===== src/rtl/regfile_pkg.sv =====
// Shared sizing constants, loader state type and length check for the
// register-file bulk loader.
package regfile_pkg;

    localparam int DATA_W = 32;
    localparam int DEPTH  = 16;
    localparam int ADDR_W = $clog2(DEPTH);

    typedef enum logic [1:0] {
        IDLE = 2'd0,
        LOAD = 2'd1,
        DONE = 2'd2
    } ld_state_t;

    // A load must cover at least one word and never run past the last entry.
    function automatic logic lenLegal(input logic [ADDR_W:0] len);
        return (len != '0) && (len <= (ADDR_W+1)'(DEPTH));
    endfunction

endpackage


===== src/rtl/regfile_mem.sv =====
// One-write/one-read register file with a registered read port that returns
// the old contents when the same entry is written in the same cycle.
module regfile_mem #(
    parameter int DATA_W = 32,
    parameter int DEPTH  = 16,
    parameter int ADDR_W = $clog2(DEPTH)
) (
    input  logic              clk_i,
    input  logic              rst_ni,
    input  logic              we_i,
    input  logic [ADDR_W-1:0] waddr_i,
    input  logic [DATA_W-1:0] wdata_i,
    input  logic [ADDR_W-1:0] raddr_i,
    output logic [DATA_W-1:0] rdata_o
);

    logic [DATA_W-1:0] memArray_q [DEPTH];

    // Storage is deliberately left unreset so it maps onto plain RAM cells.
    always_ff @(posedge clk_i) begin
        if (we_i) begin
            memArray_q[waddr_i] <= wdata_i;
        end
    end

    always_ff @(posedge clk_i or negedge rst_ni) begin
        if (!rst_ni) begin
            rdata_o <= '0;
        end else begin
            rdata_o <= memArray_q[raddr_i];
        end
    end

endmodule


===== src/rtl/regfile_loader.sv =====
// Bulk loader: after a legal start it streams len words into entries 0..len-1,
// keeps a running XOR checksum and pulses flag when the last word lands.
module regfile_loader
    import regfile_pkg::*;
(
    input  logic              clk_i,
    input  logic              rst_ni,
    input  logic              start_i,
    input  logic [ADDR_W:0]   len_i,
    input  logic              in_valid_i,
    input  logic [DATA_W-1:0] in_data_i,
    output logic              in_ready_o,
    output logic              busy_o,
    output logic              flag_o,
    output logic              err_o,
    output logic [DATA_W-1:0] checksum_o,
    input  logic [ADDR_W-1:0] rd_addr_i,
    output logic [DATA_W-1:0] rd_data_o
);

    ld_state_t         state_q, state_d;
    logic [ADDR_W:0]   wrPtr_q, wrPtr_d;
    logic [ADDR_W:0]   lenReg_q, lenReg_d;
    logic [DATA_W-1:0] checksum_q, checksum_d;
    logic              err_q, err_d;
    logic              wrEn;

    assign wrEn = (state_q == LOAD) && in_valid_i;

    always_ff @(posedge clk_i or negedge rst_ni) begin
        if (!rst_ni) begin
            state_q    <= IDLE;
            wrPtr_q    <= '0;
            lenReg_q   <= '0;
            checksum_q <= '0;
            err_q      <= 1'b0;
        end else begin
            state_q    <= state_d;
            wrPtr_q    <= wrPtr_d;
            lenReg_q   <= lenReg_d;
            checksum_q <= checksum_d;
            err_q      <= err_d;
        end
    end

    // wrPtr is one bit wider than the address so a full-depth load can count
    // its final word without wrapping.
    always_comb begin
        state_d    = state_q;
        wrPtr_d    = wrPtr_q;
        lenReg_d   = lenReg_q;
        checksum_d = checksum_q;
        err_d      = 1'b0;
        case (state_q)
            IDLE: begin
                if (start_i) begin
                    if (lenLegal(len_i)) begin
                        lenReg_d   = len_i;
                        wrPtr_d    = '0;
                        checksum_d = '0;
                        state_d    = LOAD;
                    end else begin
                        err_d = 1'b1;
                    end
                end
            end
            LOAD: begin
                if (in_valid_i) begin
                    checksum_d = checksum_q ^ in_data_i;
                    wrPtr_d    = wrPtr_q + (ADDR_W+1)'(1);
                    if ((wrPtr_q + (ADDR_W+1)'(1)) == lenReg_q) begin
                        state_d = DONE;
                    end
                end
            end
            DONE: begin
                state_d = IDLE;
            end
            default: begin
                state_d = IDLE;
            end
        endcase
    end

    always_comb begin
        in_ready_o = 1'b0;
        busy_o     = 1'b0;
        flag_o     = 1'b0;
        err_o      = err_q;
        case (state_q)
            LOAD: begin
                in_ready_o = 1'b1;
                busy_o     = 1'b1;
            end
            DONE: begin
                busy_o = 1'b1;
                flag_o = 1'b1;
            end
            default: begin
            end
        endcase
    end

    assign checksum_o = checksum_q;

    regfile_mem #(
        .DATA_W (DATA_W),
        .DEPTH  (DEPTH),
        .ADDR_W (ADDR_W)
    ) u_mem (
        .clk_i   (clk_i),
        .rst_ni  (rst_ni),
        .we_i    (wrEn),
        .waddr_i (wrPtr_q[ADDR_W-1:0]),
        .wdata_i (in_data_i),
        .raddr_i (rd_addr_i),
        .rdata_o (rd_data_o)
    );

endmodule


===== config.mk =====
export PLATFORM = sky130hd
export DESIGN_NAME = regfile_loader
export DESIGN_NICKNAME = d
export VERILOG_FILES = /design/src/rtl/regfile_pkg.sv /design/src/rtl/regfile_mem.sv /design/src/rtl/regfile_loader.sv
export SDC_FILE = /design/constraint.sdc
export NUM_CORES = 1
export LEC_CHECK = 0
export BUFFER_PORTS_ARGS = -buffer_cell sky130_fd_sc_hd__buf_2
export CELL_PAD_IN_SITES_DETAIL_PLACEMENT = 1
export CELL_PAD_IN_SITES_GLOBAL_PLACEMENT = 2
export CORE_ASPECT_RATIO = 0.5
export CORE_MARGIN = 2
export CORE_UTILIZATION = 45
export CTS_CLUSTER_DIAMETER = 60
export DETAILED_ROUTE_END_ITERATION = 7
export GPL_TIMING_DRIVEN = 1
export PLACE_DENSITY = 0.78
export REMOVE_ABC_BUFFERS = 1
export SYNTH_ARGS = -nofsm -noshare
export SYNTH_HDL_FRONTEND = slang
export SYNTH_HIERARCHICAL = 1
export SYNTH_SLANG_ARGS = --single-unit
export TNS_END_PERCENT = 30

===== constraint.sdc =====
create_clock -name clk_i -period 8 [get_ports clk_i]
set_input_delay 1.6 -clock clk_i [delete_from_list [all_inputs] [get_ports clk_i]]
set_output_delay 1.6 -clock clk_i [all_outputs]
set_load 0.01 [all_outputs]

==> results of run 1 <==
## worst register-to-register path: cells and delay by family (launching register included)
kind	cells	cell delay [ns]
simple gates	3	1.47
buf+inv	3	0.81
flops	1	0.40
fa+ha+maj	1	0.37
## layout by cell type (no fill, tap or decap), drive strengths merged, types with 5 or more instances in the layout
cell / Yosys / routed
edfxtp: 512 / 512
dfrtp: 77 / 77
clkbuf: 33 / 74
mux2: 5 / 5
and4bb: 30 / 30
nand2: 40 / 40
a22oi: 64 / 64
nand3: 7 / 7
nor2: 48 / 48
clkinv: 0 / 13
nand4: 33 / 33
buf: 29 / 138
nor3: 5 / 5
inv: 5 / 6
mux4: 128 / 128
a21oi: 36 / 36
## synthesized netlist by cell type
master / number / area share
nand2_1: 40 / 0.0067
nand3b_1: 2 / 0.00067
a22oi_1: 64 / 0.021
a21o_1: 2 / 0.00067
buf_4: 9 / 0.0030
nor4_2: 1 / 0.00056
nor2b_1: 2 / 0.00056
o31ai_1: 2 / 0.00067
o41ai_1: 1 / 0.00039
and4b_1: 1 / 0.00044
a2111oi_0: 1 / 0.00039
nor4_1: 1 / 0.00028
nor3_1: 5 / 0.0011
buf_6: 1 / 0.00050
buf_2: 9 / 0.0020
nand3_1: 7 / 0.0016
xnor2_1: 4 / 0.0016
and3b_1: 1 / 0.00039
nor2_1: 48 / 0.0080
nand2b_1: 2 / 0.00056
and4bb_2: 30 / 0.017
buf_1: 10 / 0.0017
nand4b_1: 1 / 0.00039
xor2_1: 3 / 0.0012
and2_1: 1 / 0.00028
mux4_2: 128 / 0.13
nand4_1: 33 / 0.0092
inv_1: 5 / 0.00083
or3b_2: 1 / 0.00039
mux2_2: 5 / 0.0025
dfrtp_1: 77 / 0.086
a31oi_1: 1 / 0.00028
nor4bb_1: 3 / 0.0013
o21a_1: 1 / 0.00033
o21ai_1: 1 / 0.00022
o21ai_0: 2 / 0.00044
a32o_1: 1 / 0.00044
a21oi_1: 36 / 0.0080
edfxtp_1: 512 / 0.68
clkbuf_1: 33 / 0.0055
ha_1: 4 / 0.0022
## cells by family (layout without fill, tap and decap cells)
group                      after synthesis  after routing  synth area share
and+or+nand+nor                        179            179            0.0490
muxes                                  133            133             0.131
DFF                                    589            589             0.769
xor gates and xnor gates                 7              7           0.00272
AOI/OAI and AO/OA                      112            112            0.0332
adders and majority gates                4              4           0.00222
buffers and inverters                   67            238            0.0135
## sequential cells by signal, indices dropped and copies added, names as in the netlist
| name | flops |
|---|---|
| checksum_o | 32 |
| wrPtr_q | 5 |
| lenReg_q | 5 |
| err_o | 1 |
| u_mem/memArray_q | 512 |
| state_q | 2 |
| u_mem/rdata_o | 32 |
## through the flow
step                hold WS [ns]  cell area [µm²]
finish                     0.533            25600
global route               0.550            25600
CTS                        0.539            25600
detailed placement         0.522            24000
global placement           0.493            24000
floorplan                  0.465            22200
## layout make-up
class / count / area [µm²] / area share
multi-input combinational: 435 / 5040 / 0.197
clock buffer: 73 / 1470 / 0.0574
timing repair buffer: 139 / 790 / 0.0308
inverter: 5 / 18.8 / 0.000732
tap: 649 / 812 / 0.0317
sequential: 589 / 17300 / 0.675
clock inverter: 21 / 190 / 0.00742
## power by group
group | switching, mW | internal (mW) | total [mW]
logic | 0.606 | 0.391 | 0.997
clock network | 1.08 | 1.38 | 2.46
registers | 0.115 | 3.51 | 3.63
## how the worst min path moves through the flow
stage | start | endpoint | slack [ns] | cells after the start
detailed placement | wrPtr_q[4] | wrPtr_q[4] | 0.52 | 1
finish | lenReg_q[3] | lenReg_q[3] | 0.53 | 1
global route | lenReg_q[3] | lenReg_q[3] | 0.55 | 1
floorplan | wrPtr_q[4] | wrPtr_q[4] | 0.46 | 1
global placement | wrPtr_q[4] | wrPtr_q[4] | 0.49 | 1
CTS | lenReg_q[3] | lenReg_q[3] | 0.54 | 1
## per-layer routing
metal  GRT usage  vias up
met2       0.365      330
met1       0.303     6260
met4      0.0461        0
li1            -     4786
met3      0.0325       71
met5           0        -
==> impl_metrics.env, run 1 <==
export IMPL_cp_end_kind="flop"
export IMPL_finalHoldViolCount=0
export IMPL_synth_area_per_cell_um2=20.6
export IMPL_max_slew_margin_rel=0.284
export IMPL_start_util=0.460
export IMPL_top_layer_used="met4"
export IMPL_vias_per_cell=5.99
export IMPL_rsz0062_at_grt="no"
export IMPL_fin_crit_sh=0.460
export IMPL_cp_start_kind="primary input"
export IMPL_regToRegSetupSlack_ns=4.53
export IMPL_wl_met3_um=3030
export IMPL_cts_htree_levels=2
export IMPL_reg2reg_to="u_mem/memArray_q[0][23]"
export IMPL_place_congestion=0.732
export IMPL_core_area_um2=48900
export IMPL_cp_arrival_ns=3.88
export IMPL_drt_met1_wl_um=23300
export IMPL_final_core_util=0.524
export IMPL_tns_ns=0
export IMPL_synth_ff_latch_count=589
export IMPL_cp_buffers_inverters=3
export IMPL_numPortBuffers=112
export IMPL_root_buffer="clkbuf_16"
export IMPL_crit_chain="buf_2 > nand2_1 > inv_1 > or3b_2 > nor3_2 > buf_4"
export IMPL_drt_iter0_drc=1040
export IMPL_critPathLaunch="in_valid_i"
export IMPL_netlist_area_um2=22500
export IMPL_yosysWarningCount=6
export IMPL_drive_gt1_frac=0.319
export IMPL_wl_per_cell_um=28.6
export IMPL_wl_um=54700
export IMPL_powerDensity_nw_per_um2=277
export IMPL_first_pass_iters=5
export IMPL_status="finished, final reports clean"
export IMPL_layout_nets=1270
export IMPL_grt_max_degree=105
export IMPL_cts_clk_slew_worst_paths_ns=0.07
export IMPL_grt_pass1_vias=12500
export IMPL_place_ws_ns=3.78
export IMPL_cts_buffers=51
export IMPL_tightestPinTransition_ns=1.07
export IMPL_hp_class="reg -> reg"
export IMPL_worstPathRequired_ns=8.20
export IMPL_cpLargestDelayFamily="simple AND/OR/NAND/NOR gates"
export IMPL_path_class="in -> reg"
export IMPL_post_cts_setup_buffers=0
export IMPL_areaGrowthSynthToFinish_pct=13.9
export IMPL_row_count=57
export IMPL_syn_inst=1091
export IMPL_min_period_ns=3.68
export IMPL_cp_max_fo=25
export IMPL_die_area_um2=51900
export IMPL_io_pins=113
export IMPL_power_leakage_nw=8.58
export IMPL_cts_buffer_depth=3
export IMPL_ir_drop_mv=0.257
export IMPL_critPathCapture="u_mem/memArray_q[0][23]"
export IMPL_met2WireLength_um=27400
export IMPL_finalPower_mw=7.09
export IMPL_ff2ff_path_depth=7
export IMPL_antenna_found_initial=0
export IMPL_antenna_left=0
export IMPL_cts_sinks=589
export IMPL_layout_cells_non_filler=1911
export IMPL_fin_worst_skew_ns=0.0227
export IMPL_grt_pass1_wl_um=81900
export IMPL_vias=11400
export IMPL_yosysUniqueCellTypes=41
export IMPL_nFillCells=4367
export IMPL_synth_seq_area_share=0.769
export IMPL_drv_cap=0
export IMPL_cp_depth=6
export IMPL_n_antenna_cell=0
export IMPL_holdBufCountCts=0
export IMPL_cts_tree="yes"
export IMPL_insertion_delay_ns=0.58
export IMPL_dp_hpwl_um=28300
export IMPL_drc=0
export IMPL_dieWidth_um=320
export IMPL_fp_dieH_um=162
export IMPL_grt_use_total=0.216
export IMPL_setup_viol=0
export IMPL_cp_slowest_stage_delay_ns=0.66
export IMPL_dpl_cell_count=1817
export IMPL_grt_overflow_total=0
export IMPL_setup_slack_ns=4.32
export IMPL_critPathSlowestCell="nor3_2"
export IMPL_cts_repair_resized=0
export IMPL_r2r_start="state_q[1]"
export IMPL_fmax_mhz=272
export IMPL_drv_slew=0
No activity file was read; power rests on OpenSTA's default activity.
==> run 2, diff against run 1 <==
- ABC_AREA: default -> 1
- CORE_UTILIZATION: 45 -> 37
- PLACE_DENSITY: 0.78 -> 0.79
- clock period: 8 -> 3 ns (I/O delays scaled with it)
==> run 2 against run 1 <==
First-iteration DRC count grew 4.2%. Sequential share of layout area shrank 7.8 points. Final cell count grew 83%. Critical path type is now reg -> reg. Largest power group unchanged. Total power grew to 2.8 times the previous value. Clock power grew to 2.8 times the previous value. Wire length grew 26%. Core utilization shrank 10 points. Die area grew 38%. Combinational power grew to 3.1 times the previous value.
==> impl_metrics.env, run 2 <==
export IMPL_synth_seq_area_share=0.676
export IMPL_ir_drop_mv=0.420
export IMPL_largest_reg_flops=512
export IMPL_vias_per_cell=4.86
export IMPL_core_area_um2=68700
export IMPL_tightestPinTransition_ns=0.704
export IMPL_drc=0
export IMPL_holdBufCountCts=0
export IMPL_pwr_share_clk=0.351
export IMPL_dieWidth_um=376
export IMPL_cts_htree_levels=2
export IMPL_fmax_mhz=410
export IMPL_place_congestion=0.745
export IMPL_drv_cap=0
export IMPL_fp_dieH_um=190
export IMPL_antenna_left=0
export IMPL_ys_top_cells_by_area="edfxtp_1 60%, nand2_1 11%, nand3_1 7.8%"
export IMPL_hold_slack_ns=0.0140
export IMPL_numPortBuffers=112
export IMPL_power_switching_mw=5.53
export IMPL_yosysMostFrequentCell="nand2_1"
export IMPL_yosysWarningCount=6
export IMPL_grt_pass1_wl_um=105000
export IMPL_synth_common_cells="783 x nand2_1, 512 x edfxtp_1, 401 x nand3_1"
export IMPL_cp_arrival_ns=2.67
export IMPL_worstPathRequired_ns=3.23
export IMPL_dp_hpwl_um=40500
export IMPL_final_core_util=0.421
export IMPL_cp_slowest_stage_delay_ns=0.46
export IMPL_netlist_area_um2=25600
export IMPL_drive_gt1_frac=0.120
export IMPL_top_register="u_mem/memArray_q"
export IMPL_syn_inst=2443
export IMPL_setup_viol=0
export IMPL_yosysUniqueCellTypes=28
export IMPL_insertion_delay_ns=0.61
export IMPL_wl_um=68800
export IMPL_root_buffer="clkbuf_16"
export IMPL_status="finished, final reports clean"
export IMPL_grt_max_degree=108
export IMPL_grt_overflow_total=0
export IMPL_fin_worst_skew_ns=0.0263
export IMPL_io_pins=113
export IMPL_die_area_um2=71400
export IMPL_crit_chain="inv_1 > ha_1 > nand2_1 > inv_1 > nand3_1 > nor2_4 > buf_4"
export IMPL_max_slew_margin_rel=0.531
export IMPL_cts_sinks=589
export IMPL_synthArstFlopShare=0.131
export IMPL_synth_top_area_share=0.600
export IMPL_cp_end_kind="flop"
export IMPL_powerDensity_nw_per_um2=681
export IMPL_first_pass_iters=5
export IMPL_yosys_area_top_type="edfxtp_1"
export IMPL_synth_edff_count=512
export IMPL_synth_area_per_cell_um2=10.5
export IMPL_cts_buffers=55
export IMPL_nFillCells=7578
export IMPL_drt_iter0_drc=1084
export IMPL_cts_clk_slew_worst_paths_ns=0.07
export IMPL_tns_ns=0
export IMPL_switching_share=0.280
export IMPL_most_common_layout_cells="782 x nand2_1, 512 x edfxtp_1, 401 x nand3_1"
export IMPL_fin_crit_sh=0.813
export IMPL_hp_class="in -> async"
export IMPL_rsz0062_at_grt="no"
export IMPL_n_antenna_cell=0
export IMPL_start_util=0.372
export IMPL_cp_start_kind="flop"
export IMPL_min_period_ns=2.44
export IMPL_worst_path_most_repeated_cell="inv_1"
export IMPL_areaGrowthSynthToFinish_pct=13.1
export IMPL_post_cts_setup_buffers=0
export IMPL_cts_buffer_depth=3
export IMPL_layout_nets=2598
export IMPL_regToRegSetupSlack_ns=0.56
export IMPL_critPathSlowestCell="buf_4"
export IMPL_cts_tree="yes"
export IMPL_grt_use_total=0.194
export IMPL_combPwrFrac=0.158
export IMPL_grt_pass1_vias=17500
export IMPL_drv_slew=0
export IMPL_cts_repair_resized=0
export IMPL_ys_flop_type="edfxtp_1"
export IMPL_seq_power_share=0.491
export IMPL_synth_ff_latch_count=589
export IMPL_layout_commonest_cell="nand2_1"
export IMPL_power_leakage_nw=12.5
export IMPL_cp_max_fo=32
export IMPL_p_int_mw=14.2
export IMPL_finalHoldViolCount=0
export IMPL_vias=17000
export IMPL_path_class="reg -> reg"
export IMPL_finalPower_mw=19.7
export IMPL_antenna_found_initial=0
export IMPL_row_count=68
export IMPL_wl_per_cell_um=19.6
run 2: worst max-delay path: cells and delay by family, from the launching register on:
family	cells	cell delay (ns)
buffers and inverters	3	0.82
AND/OR/NAND/NOR	3	0.61
flip-flops	1	0.39
adder cells (fa/ha/maj)	1	0.24
run 2: kinds of logic (layout without fill, tap and decap cells):
kind of cell | after synthesis | after routing | share of synthesized area
xor gates and xnor gates | 36 | 36 | 0.0126
adders and majority gates | 4 | 4 | 0.00195
buffers and inverters | 528 | 680 | 0.0921
AOI/OAI and AO/OA | 6 | 6 | 0.00161
and+or+nand+nor | 1280 | 1280 | 0.216
DFF | 589 | 589 | 0.676
run 2: final timing paths:
| kind | startpoint | to | depth (start not counted) |
|---|---|---|---|
| max reg2reg | state_q[1] | u_mem/memArray_q[3][20] | 7 |
| min in group clk_i | len_i[1] | lenReg_q[1] | 3 |
| max in group asynchronous | rst_ni | checksum_o[25] | 2 |
| max | state_q[1] | u_mem/memArray_q[3][20] | 7 |
| min reg2reg | lenReg_q[3] | lenReg_q[3] | 2 |
| min | rst_ni | u_mem/rdata_o[4] | 1 |
run 2: final cells by class:
| type | count | area (µm²) | area share |
|---|---|---|---|
| Inverter | 409 | 1540 | 0.0533 |
| Sequential cell | 589 | 17300 | 0.597 |
| Timing Repair Buffer | 168 | 1140 | 0.0395 |
| Clock inverter | 29 | 256 | 0.00886 |
| Clock buffer | 74 | 1510 | 0.0521 |
| Multi-Input combinational cell | 1326 | 6070 | 0.210 |
| Tap cell | 910 | 1140 | 0.0393 |
run 2: metrics by stage:
step | area [µm²] | setup WS (ns) | instances
floorplan | 24800 | 0.0521 | 2324
global placement | 27200 | 0.591 | 3402
detailed placement | 27200 | 0.574 | 3402
CTS | 29000 | 0.558 | 3505
global route | 29000 | 0.390 | 3505
finish | 29000 | 0.562 | 3505
run 2: metal layers:
| layer | share of wire | vias to the layer above | GRT usage |
|---|---|---|---|
| met1 | 0.47 | 8635 | 0.269 |
| met3 | 0.040 | 62 | 0.0259 |
| met2 | 0.48 | 270 | 0.326 |
| li1 | - | 8059 | - |
| met4 | 0.014 | 0 | 0.0389 |
| met5 | 0 | - | 0 |
run 2: power groups by stage:
stage,sequential [mW],clock [mW],combinational [mW]
global placement,9.83,0,3.08
finish,9.68,6.93,3.12
floorplan,9.92,0,1.63
CTS,9.69,7.10,3.19
global route,9.73,7.38,3.48
detailed placement,9.86,0,3.17
